===== src/rtl/tx_link_seq.sv =====
// Transmit link sequencer: code-group sync, multiframe-aligned ILA start, then user data,
// with SYNC_n decoding into error reports (short low runs) and resync requests (long runs).
module tx_link_seq #(
   parameter int SYNC_STAGES = 2
) (
   input  logic       CLK,
   input  logic       RST_n,
   input  logic       EN,
   input  logic [2:0] SUBCLASSV,
   input  logic       LMFC_SYNCED,
   input  logic [3:0] LMFC_ME,
   input  logic [7:0] ILA_DELAY,
   input  logic       ILA_DONE,
   input  logic [7:0] RESYNC_TH,
   input  logic       CLR_CNT,
   input  logic       SYNC_n,
   output logic [2:0] STATE,
   output logic       CGS_EN,
   output logic       ILA_START,
   output logic       DATA_EN,
   output logic       ERR_PULSE,
   output logic [7:0] ERR_CNT,
   output logic [7:0] RESYNC_CNT
);

   localparam logic [2:0] ST_IDLE    = 3'd0;
   localparam logic [2:0] ST_CGS     = 3'd1;
   localparam logic [2:0] ST_WAIT_MF = 3'd2;
   localparam logic [2:0] ST_DELAY   = 3'd3;
   localparam logic [2:0] ST_ILA     = 3'd4;
   localparam logic [2:0] ST_DATA    = 3'd5;

   logic       sync_reg [SYNC_STAGES];
   logic       sync_s;
   logic [2:0] state_reg, state_next;
   logic [7:0] dly_reg, dly_next;
   logic [7:0] run_reg, run_next;
   logic       ila_start_reg, ila_start_next;
   logic       err_pulse_reg, err_pulse_next;
   logic [7:0] err_cnt_reg, resync_cnt_reg;
   logic [2:0] subclass_reg;
   logic [7:0] ila_dly_reg;
   logic       err_inc, resync_inc, cfg_load, me_any;
   logic [7:0] run_inc, th_eff;

   genvar gi;
   generate
      for (gi = 0; gi < SYNC_STAGES; gi++) begin : g_sync
         if (gi == 0) begin : g_first
            always_ff @(posedge CLK or negedge RST_n) begin
               if (!RST_n) sync_reg[gi] <= 1'b0;
               else        sync_reg[gi] <= SYNC_n;
            end
         end else begin : g_next
            always_ff @(posedge CLK or negedge RST_n) begin
               if (!RST_n) sync_reg[gi] <= 1'b0;
               else        sync_reg[gi] <= sync_reg[gi-1];
            end
         end
      end
   endgenerate

   assign sync_s = sync_reg[SYNC_STAGES-1];
   assign me_any = |LMFC_ME;

   always_comb begin
      state_next     = state_reg;
      dly_next       = dly_reg;
      run_next       = run_reg;
      ila_start_next = 1'b0;
      err_pulse_next = 1'b0;
      err_inc        = 1'b0;
      resync_inc     = 1'b0;
      run_inc        = (run_reg == 8'hFF) ? run_reg : run_reg + 8'd1;
      // A zero threshold behaves as one: every low cycle in DATA is a resync.
      th_eff         = (RESYNC_TH == 8'd0) ? 8'd1 : RESYNC_TH;
      if (!EN) begin
         state_next = ST_IDLE;
         dly_next   = 8'd0;
         run_next   = 8'd0;
      end else begin
         case (state_reg)
            ST_IDLE: state_next = ST_CGS;
            ST_CGS: begin
               if (sync_s && (subclass_reg == 3'd0 || LMFC_SYNCED))
                  state_next = ST_WAIT_MF;
            end
            ST_WAIT_MF: begin
               if (!sync_s) begin
                  state_next = ST_CGS;
               end else if (me_any) begin
                  if (ila_dly_reg == 8'd0) begin
                     state_next     = ST_ILA;
                     ila_start_next = 1'b1;
                  end else begin
                     dly_next   = ila_dly_reg - 8'd1;
                     state_next = ST_DELAY;
                  end
               end
            end
            ST_DELAY: begin
               if (!sync_s) begin
                  state_next = ST_CGS;
                  dly_next   = 8'd0;
               end else if (me_any) begin
                  if (dly_reg == 8'd0) begin
                     state_next     = ST_ILA;
                     ila_start_next = 1'b1;
                  end else begin
                     dly_next = dly_reg - 8'd1;
                  end
               end
            end
            ST_ILA: begin
               if (!sync_s)       state_next = ST_CGS;
               else if (ILA_DONE) state_next = ST_DATA;
            end
            ST_DATA: begin
               if (!sync_s) begin
                  if (run_inc >= th_eff) begin
                     state_next = ST_CGS;
                     resync_inc = 1'b1;
                     run_next   = 8'd0;
                  end else begin
                     run_next = run_inc;
                  end
               end else begin
                  // A low run that ended short of the threshold is an error report.
                  if (run_reg != 8'd0) begin
                     err_pulse_next = 1'b1;
                     err_inc        = 1'b1;
                  end
                  run_next = 8'd0;
               end
            end
            default: state_next = ST_IDLE;
         endcase
      end
      cfg_load = (state_next == ST_CGS) && (state_reg != ST_CGS);
   end

   always_ff @(posedge CLK or negedge RST_n) begin
      if (!RST_n) begin
         state_reg      <= ST_IDLE;
         dly_reg        <= 8'd0;
         run_reg        <= 8'd0;
         ila_start_reg  <= 1'b0;
         err_pulse_reg  <= 1'b0;
         err_cnt_reg    <= 8'd0;
         resync_cnt_reg <= 8'd0;
         subclass_reg   <= 3'd0;
         ila_dly_reg    <= 8'd0;
      end else begin
         state_reg     <= state_next;
         dly_reg       <= dly_next;
         run_reg       <= run_next;
         ila_start_reg <= ila_start_next;
         err_pulse_reg <= err_pulse_next;
         // Link configuration is sampled only when (re)entering CGS.
         if (cfg_load) begin
            subclass_reg <= SUBCLASSV;
            ila_dly_reg  <= ILA_DELAY;
         end
         if (CLR_CNT)                              err_cnt_reg <= 8'd0;
         else if (err_inc && err_cnt_reg != 8'hFF) err_cnt_reg <= err_cnt_reg + 8'd1;
         if (CLR_CNT)                                       resync_cnt_reg <= 8'd0;
         else if (resync_inc && resync_cnt_reg != 8'hFF) resync_cnt_reg <= resync_cnt_reg + 8'd1;
      end
   end

   assign STATE      = state_reg;
   assign CGS_EN     = (state_reg == ST_CGS) || (state_reg == ST_WAIT_MF) || (state_reg == ST_DELAY);
   assign DATA_EN    = (state_reg == ST_DATA);
   assign ILA_START  = ila_start_reg;
   assign ERR_PULSE  = err_pulse_reg;
   assign ERR_CNT    = err_cnt_reg;
   assign RESYNC_CNT = resync_cnt_reg;

endmodule


===== config.mk =====
export PLATFORM = sky130hd
export DESIGN_NAME = tx_link_seq
export DESIGN_NICKNAME = d
export VERILOG_FILES = /design/src/rtl/tx_link_seq.sv
export SDC_FILE = /design/constraint.sdc
export NUM_CORES = 1
export LEC_CHECK = 0
export CAP_MARGIN = 20
export CORE_MARGIN = 5
export CORE_UTILIZATION = 53
export CTS_CLUSTER_SIZE = 24
export DETAILED_ROUTE_END_ITERATION = 7
export PLACE_DENSITY_LB_ADDON = 0.05
export SETUP_SLACK_MARGIN = 0.4
export SLEW_MARGIN = 5
export SYNTH_ARGS = -nofsm -noshare
export SYNTH_HDL_FRONTEND = slang
export SYNTH_SLANG_ARGS = --single-unit

===== constraint.sdc =====
create_clock -name CLK -period 3.6 [get_ports CLK]
set_input_delay 0.36 -clock CLK [delete_from_list [all_inputs] [get_ports CLK]]
set_output_delay 0.36 -clock CLK [all_outputs]
set_load 0.01 [all_outputs]

=== Word-level counts from Yosys, hierarchy flattened ===
Cells that the tools add are included.

* Register bits after elaboration: 50
* Bits in latches: 0
* Bits in writable memories: 0
* Memory bits (read-only): 0
* Output and inout port bits: 23
* Memories: 0

* $add $sub $neg: 5
* Multiply operators: 0
* Div/mod/pow operators: 0
* Magnitude comparators: 1
* Equal/unequal tests: 17
* Shift operators: 0
* Mux-type cells: 47
* Bitwise logic cells: 0
* Reductions and logical operators: 17

{| class="wikitable"
|+ Operators by type and width
! operator !! count
|-
| $mux W8 || 17
|-
| $mux W3 || 12
|-
| $add A8 B1 Y8 const B || 3
|-
| $logic_not A8 Y1 || 3
|-
| $pmux W3 S6 || 1
|-
| $ne A8 B8 Y1 const B || 2
|-
| $pmux W8 S2 || 1
|-
| $sub A8 B1 Y8 const B || 2
|-
| $mux W1 || 15
|-
| $ne A3 B3 Y1 const B || 3
|-
| $eq A8 B8 Y1 const B || 1
|-
| $ge A8 B8 Y1 || 1
|-
| $ne A4 B4 Y1 const B || 2
|-
| $reduce_bool A8 Y1 || 1
|-
| $eq A3 B1 Y1 const B || 2
|-
| $eq A3 B2 Y1 const B || 2
|-
| $eq A3 B3 Y1 const B || 2
|-
| $logic_not A3 Y1 || 2
|-
| $ne A3 B1 Y1 const B || 2
|-
| $reduce_and A6 Y1 || 1
|-
| $logic_and A1 B1 Y1 || 4
|-
| $reduce_bool A2 Y1 || 2
|-
| $reduce_or A4 Y1 || 1
|-
| $logic_or A1 B1 Y1 || 3
|-
| other kinds (2) || 2
|}

=== Logic depth before layout (Yosys ltp) ===
* Depth after elaboration: 10
* Depth in mapped cells: 13
* Gate-level depth less buffers: 12

=== Worst setup path before layout ===
No wires, ideal clock.

* Path type: flip-flop to flip-flop
* From: register run_reg[0]
* To: register ila_dly_reg[0]
* Setup time: 125 ps
* Arrival time: 2919 ps
* Data required time: 3475 ps
* Slack: 556 ps
* Stages on the path, launching flop included: 13
* Buffers on the path: 1
* Clock period less this slack: 3044 ps
* Cells stage by stage: dfrtp_1 > ha_1 > a31oi_1 > and3_1 > xor2_1 > ha_1 > nand2_1 > nor3_1 > a21oi_1 > a211oi_1 > nand4_2 > buf_6 > mux2_4

* Longest elaborated chain between the ends: 9
* Elaborated cells on any way between the ends: 10
* Classes of those cells: add/sub (1); order compare (1); eq/ne (2); mux (5); reduce/logical (1)

{| class="wikitable"
|+ RTL lines
! element !! line !! source
|-
| from (decl) || 37 || <nowiki>logic [7:0] run_reg, run_next;</nowiki>
|-
| from (signal assigned) || 156 || <nowiki>run_reg <= run_next;</nowiki>
|-
| $add A8 B1 Y8 / $eq A8 B8 Y1 (equally long branches) || 74 || <nowiki>run_inc = (run_reg == 8'hFF) ? run_reg : run_reg + 8'd1;</nowiki>
|-
| $mux W8 (*) || 74 ||
|-
| $ge A8 B8 Y1 (*) || 120 || <nowiki>if (run_inc >= th_eff) begin</nowiki>
|-
| $mux W3 (*) || 120 ||
|-
| $mux W3 (*) || 119 || <nowiki>if (!sync_s) begin</nowiki>
|-
| $pmux W3 S6 (*) || 82 || <nowiki>case (state_reg)</nowiki>
|-
| $mux W3 (*) || 77 || <nowiki>if (!EN) begin</nowiki>
|-
| $eq A3 B1 Y1 (*) || 139 || <nowiki>cfg_load = (state_next == ST_CGS) && (state_reg != ST_CGS);</nowiki>
|-
| $logic_and A1 B1 Y1 (*) || 139 ||
|-
| to (signal assigned) || 152 || <nowiki>ila_dly_reg <= 8'd0;</nowiki>
|-
| to (signal assigned) || 162 || <nowiki>ila_dly_reg <= ILA_DELAY;</nowiki>
|-
| to (decl) || 42 || <nowiki>logic [7:0] ila_dly_reg;</nowiki>
|}

Every way passes the cells marked *; elsewhere a longest branch is shown, timed or not.
A chain may end at the register's enable or synchronous reset.

=== Final worst setup path ===
* From: register run_reg[4]
* To: register ila_dly_reg[1]

The elaborated chain is that of the path after synthesis.

==> results.sh <==
export IMPL_data_arrival_at_the_endpoint_of_the_critical_path_ns=3.17
export IMPL_synthTopCellsByArea="dfrtp_1 40%, ha_1 5.6%, mux2_4 4.8%"
export IMPL_asyncSetResetFlopFracSynth_pct=100
export IMPL_worst_slew_pin_slew_ns=0.691
export IMPL_area_growth_synth_to_final_pct=22.3
export IMPL_critical_path_endpoint_type="register"
export IMPL_finalHoldViolations=0
export IMPL_mostFrequentLayoutCells="51 x clkdlybuf4s50_1, 48 x dfrtp_1, 31 x nor2_1"
export IMPL_grt_max_degree=51
export IMPL_cts_path_max_buffers=2
export IMPL_critPathLaunchType="register"
export IMPL_post_synth_instance_area_sq_um=3110
export IMPL_number_of_max_slew_violations_in_the_final_report=0
export IMPL_r2r_setup_slack_ns=0.61
export IMPL_antenna_cells_inserted=0
export IMPL_dp_hpwl_um=5100
export IMPL_share_of_the_yosys_chip_area_belonging_to_registers_pct=40.2
export IMPL_initial_antenna_violation_count=0
export IMPL_detail_route_wl_per_cell_um=15.3
export IMPL_setup_viol=0
export IMPL_final_common_cell="clkdlybuf4s50_1"
export IMPL_tns_ns=0
export IMPL_initial_cell_density_of_the_core_pct=55.4
export IMPL_drt_pass1_iterations=4
export IMPL_gr_total_overflow=0
export IMPL_worstSkewPairLatency_ns=0.29
export IMPL_crit_type="register to register"
export IMPL_hold_path_class="primary input to async pin"
export IMPL_drt_total_wl_um=6910
export IMPL_r2r_worst_path_cells=12
export IMPL_rsz0062_at_grt="false"
export IMPL_clock_sink_count=50
export IMPL_synth_seq_cells=50
export IMPL_io_buffer_count=52
export IMPL_worstReg2RegStart="run_reg[4]"
export IMPL_cts_tree="built"
export IMPL_hold_worst_slack_ns=0.148
export IMPL_worst_r2r_endpoint="ila_dly_reg[1]"
export IMPL_die_w_um=86.6
export IMPL_design_core_area_sq_um=5610
export IMPL_die_area_sq_um=7500
export IMPL_path_clk_slew_ns=0.09
export IMPL_number_of_violations_of_the_max_capacitance_limit=0
export IMPL_leakagePower_uw=0.00165
export IMPL_crit_path_max_fanout=11
export IMPL_ctsRootBufferMaster="clkbuf_8"
export IMPL_drcViolationCount=0
export IMPL_top_level_ports=53
export IMPL_numPlacedInstances=445
export IMPL_syn_num_nets=373
export IMPL_yosysWarnings=0
export IMPL_synth_edf_count=0
export IMPL_setup_buffers_after_cts=0
export IMPL_antenna_left=0
export IMPL_ir_drop_mv=0.251
export IMPL_grt_pass1_wl_um=11900
export IMPL_synth_cell_types=58
export IMPL_number_of_global_route_vias_before_repair=2392
export IMPL_timing_critical_path_from="run_reg[4]"
export IMPL_achievable_frequency_mhz=335
export IMPL_grt_util_all_layers_pct=19.3
export IMPL_gp_congestion=0.886
export IMPL_fin_nets=424
export IMPL_run_status="finished clean"
export IMPL_h_tree_depth=2
export IMPL_synth_largest_type_area_fraction_pct=40.2
export IMPL_synthDominantAreaCellType="dfrtp_1"
export IMPL_drt_iter0_markers=164
export IMPL_average_cell_area_after_synthesis_sq_um=9.45
export IMPL_num_rows=27
export IMPL_timing_final_crit_share_pct=82.9
export IMPL_cells_after_synth=329
export IMPL_finalCriticalPeriod_ns=2.99
export IMPL_cts_buffers_inserted=5
export IMPL_vias=2613
export IMPL_post_layout_nonfiller_instances=453
export IMPL_clock_skew_final_ns=0.00291
export IMPL_post_route_cells_drive_above_1_share_pct=10.8
export IMPL_synth_top_flop_cell="dfrtp_1"
export IMPL_routed_via_density=5.77
export IMPL_holdBufCountCts=0
export IMPL_fp_dieH_um=86.6
export IMPL_power_per_cell_area_nw_per_um2=353
export IMPL_worstPathRequired_ns=3.78
export IMPL_slew_headroom_pct=53.8
export IMPL_final_fill_count=479
synthesized netlist by cell type, types with 4 or more instances:
cell and instances:
nor2_1 31, nor4_1 9, clkbuf_1 7, xnor2_1 13
mux2_4 10, ha_1 14, o21ai_0 21, a21oi_1 9
and3_1 6, nand4_1 7, xor2_1 10, a32o_1 5
inv_1 19, nand3_1 10, nand2_1 29, nor3b_1 4
nor3_1 10, dfrtp_1 50, o211ai_1 6
worst max path at each step:
| stage | to | cells after the start | slack, ns |
|---|---|---|---|
| after floorplan | ila_dly_reg[0] | 12 | 0.56 |
| after global placement | subclass_reg[0] | 13 | 0.44 |
| after detailed placement | ila_dly_reg[1] | 13 | 0.32 |
| after CTS | ila_dly_reg[6] | 13 | 0.48 |
| after global routing | ila_dly_reg[6] | 13 | 0.40 |
| final | ila_dly_reg[1] | 12 | 0.61 |
power by group:
part           switching [uW]  total (uW)  internal, uW
clock network             178         334           155
registers                73.8         686           612
logic                     136         324           188
total                     388        1340           955
through the flow:
step | power, uW | worst slack, ns | instance area [sq um] | utilization (%)
after floorplan | 912 | 0.556 | 3110 | -
after global placement | 1010 | 0.442 | 3690 | 65.8
after detailed placement | 1020 | 0.317 | 3690 | 65.8
after CTS | 1350 | 0.484 | 3780 | 67.5
after global routing | 1420 | 0.403 | 3800 | 67.8
final | 1340 | 0.614 | 3800 | 67.8
area by class of cell:
type | count | area, sq um | share of cell area [%]
Tap cell | 72 | 90.1 | 2.37
Inverter | 19 | 71.3 | 1.88
Multi-Input combinational cell | 245 | 1720 | 45.3
Timing Repair Buffer | 59 | 572 | 15.0
Sequential cell | 50 | 1250 | 33.0
Clock buffer | 7 | 86.3 | 2.27
Clock inverter | 1 | 5.00 | 0.132
layer usage:
layer | wire, um | vias up | track usage, %
met1 | 3370 | 1255 | 29.6
met3 | 352 | 2 | 3.23
li1 | - | 1297 | -
met2 | 3150 | 59 | 28.4
met5 | 0 | - | 0
met4 | 27 | 0 | 4.53
worst max-delay path, stage by stage (launching register included):
cell	delay, ns
dfrtp_1	0.45
and4_1	0.31
a31oi_1	0.13
and3_1	0.24
xor2_1	0.16
ha_1	0.31
nand2_1	0.07
nor3_2	0.21
a21oi_2	0.11
a211oi_2	0.29
nand4_2	0.13
buf_6	0.18
mux2_4	0.30
repair_timing:
| action | CTS | global route |
|---|---|---|
| gates cloned | 0 | 0 |
| gates resized for setup | 2 | 8 |
| setup endpoints to repair | 11 | 19 |
| pin swaps | 0 | 1 |
cell families after synthesis:
group           Yosys count  synth area share (%)
compound gates           67                  14.6
xor+xnor                 23                  6.48
fa+ha+maj                14                  5.63
buf+inv                  34                  4.83
flops                    50                  40.2
mux                      13                  5.83
simple gates            128                  22.3
Power figures use the tool's default switching activity.
